<file path="config.mk">
export PLATFORM = sky130hd
export DESIGN_NAME = pll_phase_stepper_flat
export DESIGN_NICKNAME = d
export VERILOG_FILES = /design/src/rtl/pll_phase_stepper_if.sv /design/src/rtl/pll_phase_stepper.sv /design/src/flat_wrapper.sv
export SDC_FILE = /design/constraint.sdc
export NUM_CORES = 1
export LEC_CHECK = 0
export BUFFER_PORTS_ARGS = -buffer_cell sky130_fd_sc_hd__buf_2
export CAP_MARGIN = 40
export CORE_MARGIN = 5
export CORE_UTILIZATION = 45
export CTS_BUF_LIST = sky130_fd_sc_hd__clkbuf_8
export CTS_CLUSTER_SIZE = 30
export DETAILED_ROUTE_END_ITERATION = 8
export PLACE_DENSITY = 0.67
export SYNTH_ARGS = -nofsm -noshare
export SYNTH_HDL_FRONTEND = slang
export SYNTH_SLANG_ARGS = --single-unit
</file>
<file path="constraint.sdc">
create_clock -name clk -period 2.55 [get_ports clk]
set_clock_uncertainty 0.15 [all_clocks]
set_input_delay 0.51 -clock clk [delete_from_list [all_inputs] [get_ports clk]]
set_output_delay 0.51 -clock clk [all_outputs]
set_load 0.05 [all_outputs]
</file>
<file path="src/rtl/pll_phase_stepper_if.sv">
// rtl/pll_phase_stepper_if.sv - command/status bundle between SoC control and the PLL phase stepper
interface pll_phase_stepper_if #(
    parameter int CNT_W = 8
);
    logic             cmd_valid;
    logic             cmd_ready;
    logic [1:0]       cmd_chan;
    logic             cmd_dir;
    logic [CNT_W-1:0] cmd_count;
    logic             busy;
    logic             done;
    logic             error;

    modport master (
        output cmd_valid,
        output cmd_chan,
        output cmd_dir,
        output cmd_count,
        input  cmd_ready,
        input  busy,
        input  done,
        input  error
    );

    modport slave (
        input  cmd_valid,
        input  cmd_chan,
        input  cmd_dir,
        input  cmd_count,
        output cmd_ready,
        output busy,
        output done,
        output error
    );
endinterface

</file>
<file path="src/rtl/pll_phase_stepper.sv">
// rtl/pll_phase_stepper.sv - ECP5 EHXPLLL dynamic phase stepper; PLL_PHASE_READBACK_EN adds phase_pos
module pll_phase_stepper #(
    parameter int CHANNELS  = 4,
    parameter int CNT_W     = 8,
    parameter int STEP_LOW  = 4,
    parameter int STEP_GAP  = 4,
    parameter int SETTLE    = 16,
    parameter int PHASE_MOD = 120
) (
    input  logic                     clk,
    input  logic                     reset,
    pll_phase_stepper_if.slave       cmd,
    input  logic                     pll_locked,
    output logic [1:0]               phasesel,
    output logic                     phasedir,
    output logic                     phasestep
`ifdef PLL_PHASE_READBACK_EN
    ,
    output logic [CHANNELS*$clog2(PHASE_MOD)-1:0] phase_pos
`endif
);

    // Shared phase timer must cover the longest of the timed states.
    localparam int T_A   = (STEP_LOW > STEP_GAP) ? STEP_LOW : STEP_GAP;
    localparam int T_MAX = (SETTLE > T_A) ? SETTLE : T_A;
    localparam int TMR_W = $clog2(T_MAX);

    typedef enum logic [2:0] {
        ST_IDLE,
        ST_SETUP,
        ST_PULSE,
        ST_GAP,
        ST_SETTLE,
        ST_DONE
    } state_t;

    state_t           state_q, state_d;
    logic [TMR_W-1:0] tmr_q, tmr_d;
    logic [CNT_W-1:0] rem_q, rem_d;
    logic [1:0]       chan_q, chan_d;
    logic             dir_q, dir_d;
    logic             err_q, err_d;
    logic             en_q;
    logic             ready_w;
    logic             pins_active;

    // Ready only once out of reset, idle, and the PLL reports lock.
    assign ready_w     = en_q && (state_q == ST_IDLE) && pll_locked;
    assign pins_active = (state_q == ST_SETUP) || (state_q == ST_PULSE) ||
                         (state_q == ST_GAP)   || (state_q == ST_SETTLE);

    assign cmd.cmd_ready = ready_w;
    assign cmd.busy      = (state_q != ST_IDLE);
    assign cmd.done      = (state_q == ST_DONE);
    assign cmd.error     = err_q;

    // Select/direction only leave their idle values while the PLL is being driven.
    assign phasesel  = pins_active ? chan_q : 2'b00;
    assign phasedir  = pins_active ? dir_q : 1'b1;
    assign phasestep = (state_q != ST_PULSE);

    // Next-state logic: sequencing of setup, step pulses, settle and lock abort.
    always_comb begin
        state_d = state_q;
        tmr_d   = tmr_q + 1'b1;
        rem_d   = rem_q;
        chan_d  = chan_q;
        dir_d   = dir_q;
        err_d   = err_q;

        case (state_q)
            ST_IDLE: begin
                tmr_d = '0;
                if (cmd.cmd_valid && ready_w) begin
                    chan_d = cmd.cmd_chan;
                    dir_d  = cmd.cmd_dir;
                    rem_d  = cmd.cmd_count;
                    if (cmd.cmd_count == '0) begin
                        state_d = ST_DONE;
                        err_d   = 1'b0;
                    end else if (int'(cmd.cmd_chan) >= CHANNELS) begin
                        state_d = ST_DONE;
                        err_d   = 1'b1;
                    end else begin
                        state_d = ST_SETUP;
                    end
                end
            end
            ST_SETUP: begin
                if (tmr_q == TMR_W'(1)) begin
                    state_d = ST_PULSE;
                    tmr_d   = '0;
                end
            end
            ST_PULSE: begin
                if (tmr_q == TMR_W'(STEP_LOW - 1)) begin
                    state_d = ST_GAP;
                    tmr_d   = '0;
                    rem_d   = rem_q - 1'b1;
                end
            end
            ST_GAP: begin
                if (tmr_q == TMR_W'(STEP_GAP - 1)) begin
                    state_d = (rem_q != '0) ? ST_PULSE : ST_SETTLE;
                    tmr_d   = '0;
                end
            end
            ST_SETTLE: begin
                if (tmr_q == TMR_W'(SETTLE - 1)) begin
                    state_d = ST_DONE;
                    tmr_d   = '0;
                    err_d   = 1'b0;
                end
            end
            ST_DONE: begin
                state_d = ST_IDLE;
                tmr_d   = '0;
            end
            default: begin
                state_d = ST_IDLE;
                tmr_d   = '0;
            end
        endcase

        // Lock loss while the PLL is being driven drops the remaining steps.
        if (!pll_locked && pins_active) begin
            state_d = ST_DONE;
            tmr_d   = '0;
            rem_d   = '0;
            err_d   = 1'b1;
        end
    end

    // State and command registers.
    always_ff @(posedge clk) begin
        if (reset) begin
            state_q <= ST_IDLE;
            tmr_q   <= '0;
            rem_q   <= '0;
            chan_q  <= 2'b00;
            dir_q   <= 1'b0;
            err_q   <= 1'b0;
            en_q    <= 1'b0;
        end else begin
            state_q <= state_d;
            tmr_q   <= tmr_d;
            rem_q   <= rem_d;
            chan_q  <= chan_d;
            dir_q   <= dir_d;
            err_q   <= err_d;
            en_q    <= 1'b1;
        end
    end

`ifdef PLL_PHASE_READBACK_EN
    localparam int PH_W = $clog2(PHASE_MOD);

    logic [PH_W-1:0] pos_q [CHANNELS];
    logic            step_done;

    // A step counts once its final low cycle has been driven.
    assign step_done = (state_q == ST_PULSE) && (tmr_q == TMR_W'(STEP_LOW - 1));

    // Per-channel phase accumulators, modulo one output period.
    always_ff @(posedge clk) begin
        if (reset) begin
            for (int c = 0; c < CHANNELS; c++) begin
                pos_q[c] <= '0;
            end
        end else if (step_done) begin
            for (int c = 0; c < CHANNELS; c++) begin
                if (chan_q == 2'(c)) begin
                    if (!dir_q) begin
                        pos_q[c] <= (pos_q[c] == PH_W'(PHASE_MOD - 1)) ? '0 : pos_q[c] + 1'b1;
                    end else begin
                        pos_q[c] <= (pos_q[c] == '0) ? PH_W'(PHASE_MOD - 1) : pos_q[c] - 1'b1;
                    end
                end
            end
        end
    end

    // Flatten accumulators onto the readback bus, channel 0 in the LSBs.
    always_comb begin
        phase_pos = '0;
        for (int c = 0; c < CHANNELS; c++) begin
            phase_pos[c*PH_W +: PH_W] = pos_q[c];
        end
    end
`endif

endmodule

</file>
<file path="src/flat_wrapper.sv">
// flat-port wrapper written by rule: the top's interface ports become plain ports
module pll_phase_stepper_flat 
#(
    parameter int CHANNELS  = 4,
    parameter int CNT_W     = 8,
    parameter int STEP_LOW  = 4,
    parameter int STEP_GAP  = 4,
    parameter int SETTLE    = 16,
    parameter int PHASE_MOD = 120
)
  (clk, reset, pll_locked, phasesel, phasedir, phasestep, cmd_cmd_valid, cmd_cmd_chan, cmd_cmd_dir, cmd_cmd_count, cmd_cmd_ready, cmd_busy, cmd_done, cmd_error);
  pll_phase_stepper_if #(.CNT_W(CNT_W)) cmd_i ();
  input  logic clk;
  input  logic reset;
  input  logic pll_locked;
  output logic [1:0] phasesel;
  output logic phasedir;
  output logic phasestep;
  input wire logic [$bits(cmd_i.cmd_valid)-1:0] cmd_cmd_valid;
  input wire logic [$bits(cmd_i.cmd_chan)-1:0] cmd_cmd_chan;
  input wire logic [$bits(cmd_i.cmd_dir)-1:0] cmd_cmd_dir;
  input wire logic [$bits(cmd_i.cmd_count)-1:0] cmd_cmd_count;
  output wire logic [$bits(cmd_i.cmd_ready)-1:0] cmd_cmd_ready;
  output wire logic [$bits(cmd_i.busy)-1:0] cmd_busy;
  output wire logic [$bits(cmd_i.done)-1:0] cmd_done;
  output wire logic [$bits(cmd_i.error)-1:0] cmd_error;
  assign cmd_i.cmd_valid = cmd_cmd_valid;
  assign cmd_i.cmd_chan = cmd_cmd_chan;
  assign cmd_i.cmd_dir = cmd_cmd_dir;
  assign cmd_i.cmd_count = cmd_cmd_count;
  assign cmd_cmd_ready = cmd_i.cmd_ready;
  assign cmd_busy = cmd_i.busy;
  assign cmd_done = cmd_i.done;
  assign cmd_error = cmd_i.error;
  pll_phase_stepper #(.CHANNELS(CHANNELS), .CNT_W(CNT_W), .STEP_LOW(STEP_LOW), .STEP_GAP(STEP_GAP), .SETTLE(SETTLE), .PHASE_MOD(PHASE_MOD)) u_core (.clk(clk), .reset(reset), .cmd(cmd_i), .pll_locked(pll_locked), .phasesel(phasesel), .phasedir(phasedir), .phasestep(phasestep));
endmodule
</file>
==> results.md <==
- The run finished with clean final reports.
- Each instance of the synthesized netlist takes up on average 8.04 µm².
- Along the worst path, the maximum fanout reaches 10.
- The number of hold violations in the final report is 0.
- The endpoint identified for the worst register-to-register timing path is u_core.rem_q[0].
- The clock buffer count from CTS is 3.
- The final net count is 193.
- The number of different library cells used by synthesis comes to 49.
- The peak clock frequency supported by timing is 449 MHz.
- Relative to the synthesized area, the layout overhead comes to 15.7%.
- After synthesis, the cell types taking the most area are sky130_fd_sc_hd__dfxtp_1, sky130_fd_sc_hd__a21oi_1, sky130_fd_sc_hd__nor2_1.
- The post-detailed-placement half-perimeter wirelength is 2.32 mm.
- The TritonCTS clock tree is done.
- Across the run, the number of max-cap violations was 0.
- Across the VDD grid, the largest voltage drop is 0.597 mV.
- The insertion delay to the later sink of the worst-skew pair is 0.26 ns.
- The tightest hold margin is 0.300 ns.
- The area of the core is 2520 µm².
- The critical path is of the register to output port type.
- Summed over all layers, the routed wires come to 3.07 mm.
- The share of post-route cells with drive strength above 1 is 24.3%.
- The setup slack of the most critical reg-to-reg path is 0.47 ns.
- The via count of the first global-routing pass is 1109.
- After clock tree synthesis, the clock-pin slew on the worst setup and hold paths is 0.07 ns.
- The register cell area after layout is 400 µm².
- Traced cell by cell, the critical path runs through nor3b_1 -> inv_2 -> buf_2.
- The number of pins exceeding their max-slew limit in the final report is 0.
- After detailed routing, the number of remaining DRC violations is 0.
- Setup repair after global routing left no endpoint under its margin.
- The chip width is 61.9 µm.
- The final period utilization is 87.3%.
- The vertical die dimension is 61.9 µm.
- The depth of the CTS H-tree is 1.
- The count of antenna diodes in the layout is 0.
- The maximum clock path buffer count is 2.
- Counting instances, the worst hold path has a depth of 2.
- The pre-antenna-repair detailed-routing pass consisted of 4 iterations.
- After routing the design area is 1400 µm².
- The overall track demand over capacity in global routing is 17.3%.
- The slowest library cell on the worst path is sky130_fd_sc_hd__dfxtp_1.
- The count of clock tree sinks is 20.
- Data arrives at the worst endpoint at 1.57 ns.
- The type of the worst min-delay path is register to register.
- The total congestion overflow is 0.
- The count of nets left with antenna violations once routing finished came out at 0.
- The total I/O pin count is 23.
- The hold path endpoint is u_core.chan_q[1].
- In the synthesized netlist the async set-or-reset flop fraction comes to 0%.
- The final estimated routing congestion in global placement is 0.863.
- The worst hold path begins at u_core.chan_q[1].
- The required time at the worst-slack endpoint is 1.89 ns.
- On the critical path the largest part of the delay comes from flip-flops.
- The most area-hungry cell type in the Yosys netlist is sky130_fd_sc_hd__dfxtp_1.
- The number of antenna violations at the first check in global routing came to 0.
- Port buffering added 22 buffers.
- The count of instances resized after the clock tree is built is 0.
- The delay contributed by the slowest stage of the critical path is 0.55 ns.
- The die covers 3840 µm².
- The number of setup buffers added after CTS is 0.
- The worst path needs 2.23 ns of the cycle, external delays included.
- The prevailing post-synth register cell is sky130_fd_sc_hd__dfxtp_1.
- The count of yosys warnings during synthesis is 0.
- The worst register-to-register path begins at u_core.tmr_q[0].
- The worst setup path is captured at an output port.
- Entering global routing, the biggest net connects 13 pins.
- The analysis attributes to cell leakage a power of 0.529 nW.
- The routed via count is 1214.
- The row count is 18.
- The wire length of the first global-routing pass is 5.01 mm.
- The number of buffers and inverters on the critical path is 2.
- After synthesis the netlist holds a flip-flop and latch count of 20.
- The initial utilization of the core area, before any placement, comes to 48.1%.
- The total negative setup slack is 0 ns.
- In the final routed layout, each cell accounts on average for 15.1 µm.
- The number of cells produced by synthesis is 151.
- The tree is rooted in a sky130_fd_sc_hd__clkbuf_8.
- The proportion of netlist area held by the largest area contributor is 33.0%.
- The slew at the pin with the worst max-slew slack is 0.516 ns.
- The cell count of the worst reg-to-reg path is 5.
- Using the TritonRoute via totals, the vias-per-cell ratio works out to 5.98.
- The hold buffer count at CTS is 0.
- The area of combinational cells with multiple inputs is 763 µm².
- The total power density per cell area is 960 nW/µm².
- The worst setup path is launched from a register.
- The number of nets produced by synthesis is 170.
- The netlist area before placement is 1210 µm².
- The total of fill cells in the finished design is 240.
- The post-place instance area is 1350 µm².
- Setup violations remaining at the end of the flow were counted as 0.
- Counting flops with a built-in enable in the synthesized netlist gives 0.
- The share of the Yosys chip area taken by registers is 33.0%.
- The violation count after the first detailed-route iteration is 61.
- In this run the tightest slew margin relative to its limit is 65.1%.
worst reg2reg max path, cell delays in order (launching register included):
cell and delay, ns:
sky130_fd_sc_hd__dfxtp_1 0.39, sky130_fd_sc_hd__ha_1 0.24, sky130_fd_sc_hd__or3b_2 0.54, sky130_fd_sc_hd__o22ai_4 0.24, sky130_fd_sc_hd__o21ai_0 0.14, sky130_fd_sc_hd__a221oi_1 0.29
cells in the mapped netlist (2+ instances only):
| cell type | n |
|---|---|
| sky130_fd_sc_hd__inv_1 | 4 |
| sky130_fd_sc_hd__and3_1 | 2 |
| sky130_fd_sc_hd__nand2_1 | 15 |
| sky130_fd_sc_hd__inv_2 | 2 |
| sky130_fd_sc_hd__and2_1 | 3 |
| sky130_fd_sc_hd__nor2_1 | 16 |
| sky130_fd_sc_hd__nor4_1 | 2 |
| sky130_fd_sc_hd__a21oi_1 | 12 |
| sky130_fd_sc_hd__dfxtp_1 | 20 |
| sky130_fd_sc_hd__o221ai_1 | 2 |
| sky130_fd_sc_hd__a32oi_1 | 2 |
| sky130_fd_sc_hd__ha_1 | 4 |
| sky130_fd_sc_hd__clkbuf_1 | 2 |
| sky130_fd_sc_hd__nor3b_1 | 4 |
| sky130_fd_sc_hd__buf_2 | 4 |
| sky130_fd_sc_hd__nor3_1 | 2 |
| sky130_fd_sc_hd__a31oi_1 | 2 |
| sky130_fd_sc_hd__nand3_1 | 8 |
| sky130_fd_sc_hd__nand4_1 | 2 |
| sky130_fd_sc_hd__or2_2 | 4 |
| sky130_fd_sc_hd__or3b_2 | 2 |
| sky130_fd_sc_hd__o22ai_1 | 2 |
| sky130_fd_sc_hd__a211oi_1 | 4 |
| sky130_fd_sc_hd__o21ai_0 | 5 |
| sky130_fd_sc_hd__or3_1 | 2 |
routing by layer:
metal / up-vias / track usage, % / wire length, µm
met5: - / 0 / 0
met1: 563 / 23.9 / 1440
met4: 0 / 6.06 / 44
met3: 7 / 2.69 / 180
li1: 602 / - / -
met2: 42 / 27.4 / 1400
state kept, by name, indices dropped and copies added, names as in the netlist:
register	flops
u_core.rem_q	8
u_core.tmr_q	4
u_core.state_q	3
u_core.chan_q	2
u_core.cmd.error	1
u_core.dir_q	1
u_core.en_q	1
metrics by stage:
stage,setup slack (ns),instances,utilization [%],power (mW)
final,0.323,203,55.7,1.35
after global routing,0.190,203,55.7,1.43
after floorplan,0.624,151,-,0.959
after CTS,0.307,203,55.7,1.35
after detailed placement,0.485,199,53.5,1.11
after global placement,0.584,199,53.5,1.09
cell type report:
type	instances	share of cell area, %
Tap cell	30	2.67
Sequential cell	20	28.5
Timing Repair Buffer	24	8.91
Clock buffer	4	3.92
Inverter	6	1.60
Multi-Input combinational cell	119	54.4
kinds of logic (layout without fill, tap and decap cells):
group / Yosys count / count (layout) / share of synthesized area (%)
simple gates: 70 / 70 / 31.7
compound gates: 42 / 42 / 24.7
flops: 20 / 20 / 33.0
buf+inv: 12 / 34 / 4.12
mux: 1 / 1 / 0.928
xor+xnor: 2 / 2 / 1.44
fa+ha+maj: 4 / 4 / 4.12
worst max-delay path by stage:
stage / from / cells after the start / slack (ns) / end
floorplan: u_core.state_q[2] / 3 / 0.62 / cmd_done
global placement: u_core.tmr_q[0] / 5 / 0.58 / u_core.rem_q[0]
detailed placement: u_core.tmr_q[0] / 5 / 0.49 / u_core.rem_q[0]
CTS: u_core.state_q[2] / 4 / 0.31 / phasesel[1]
global route: u_core.state_q[2] / 4 / 0.19 / phasesel[1]
finish: u_core.state_q[1] / 3 / 0.32 / phasestep
report_power, final:
part	leakage (nW)	total, mW	switching (mW)	internal [mW]
Clock	0.0288	0.241	0.104	0.138
Sequential	0.163	0.443	0.0835	0.359
Combinational	0.338	0.663	0.441	0.222
layout by cell type, fill, tap and decap left out, drive strengths merged, types with 2 or more instances in the layout:
master | synthesis | routed
nor3b | 4 | 4
buf | 4 | 24
clkbuf | 2 | 4
nand2 | 15 | 15
inv | 6 | 6
nand3 | 8 | 8
o221ai | 2 | 2
or3 | 3 | 3
a31oi | 2 | 2
or3b | 2 | 2
a211oi | 5 | 5
nor4 | 2 | 2
nor3 | 3 | 3
and3 | 2 | 2
dfxtp | 20 | 20
nand4 | 2 | 2
or2 | 4 | 4
ha | 4 | 4
nor2 | 16 | 16
and2 | 4 | 4
a21oi | 12 | 12
o21ai | 5 | 5
a32oi | 2 | 2
o22ai | 3 | 3
Note: power is estimated with default switching activity, not from simulation.
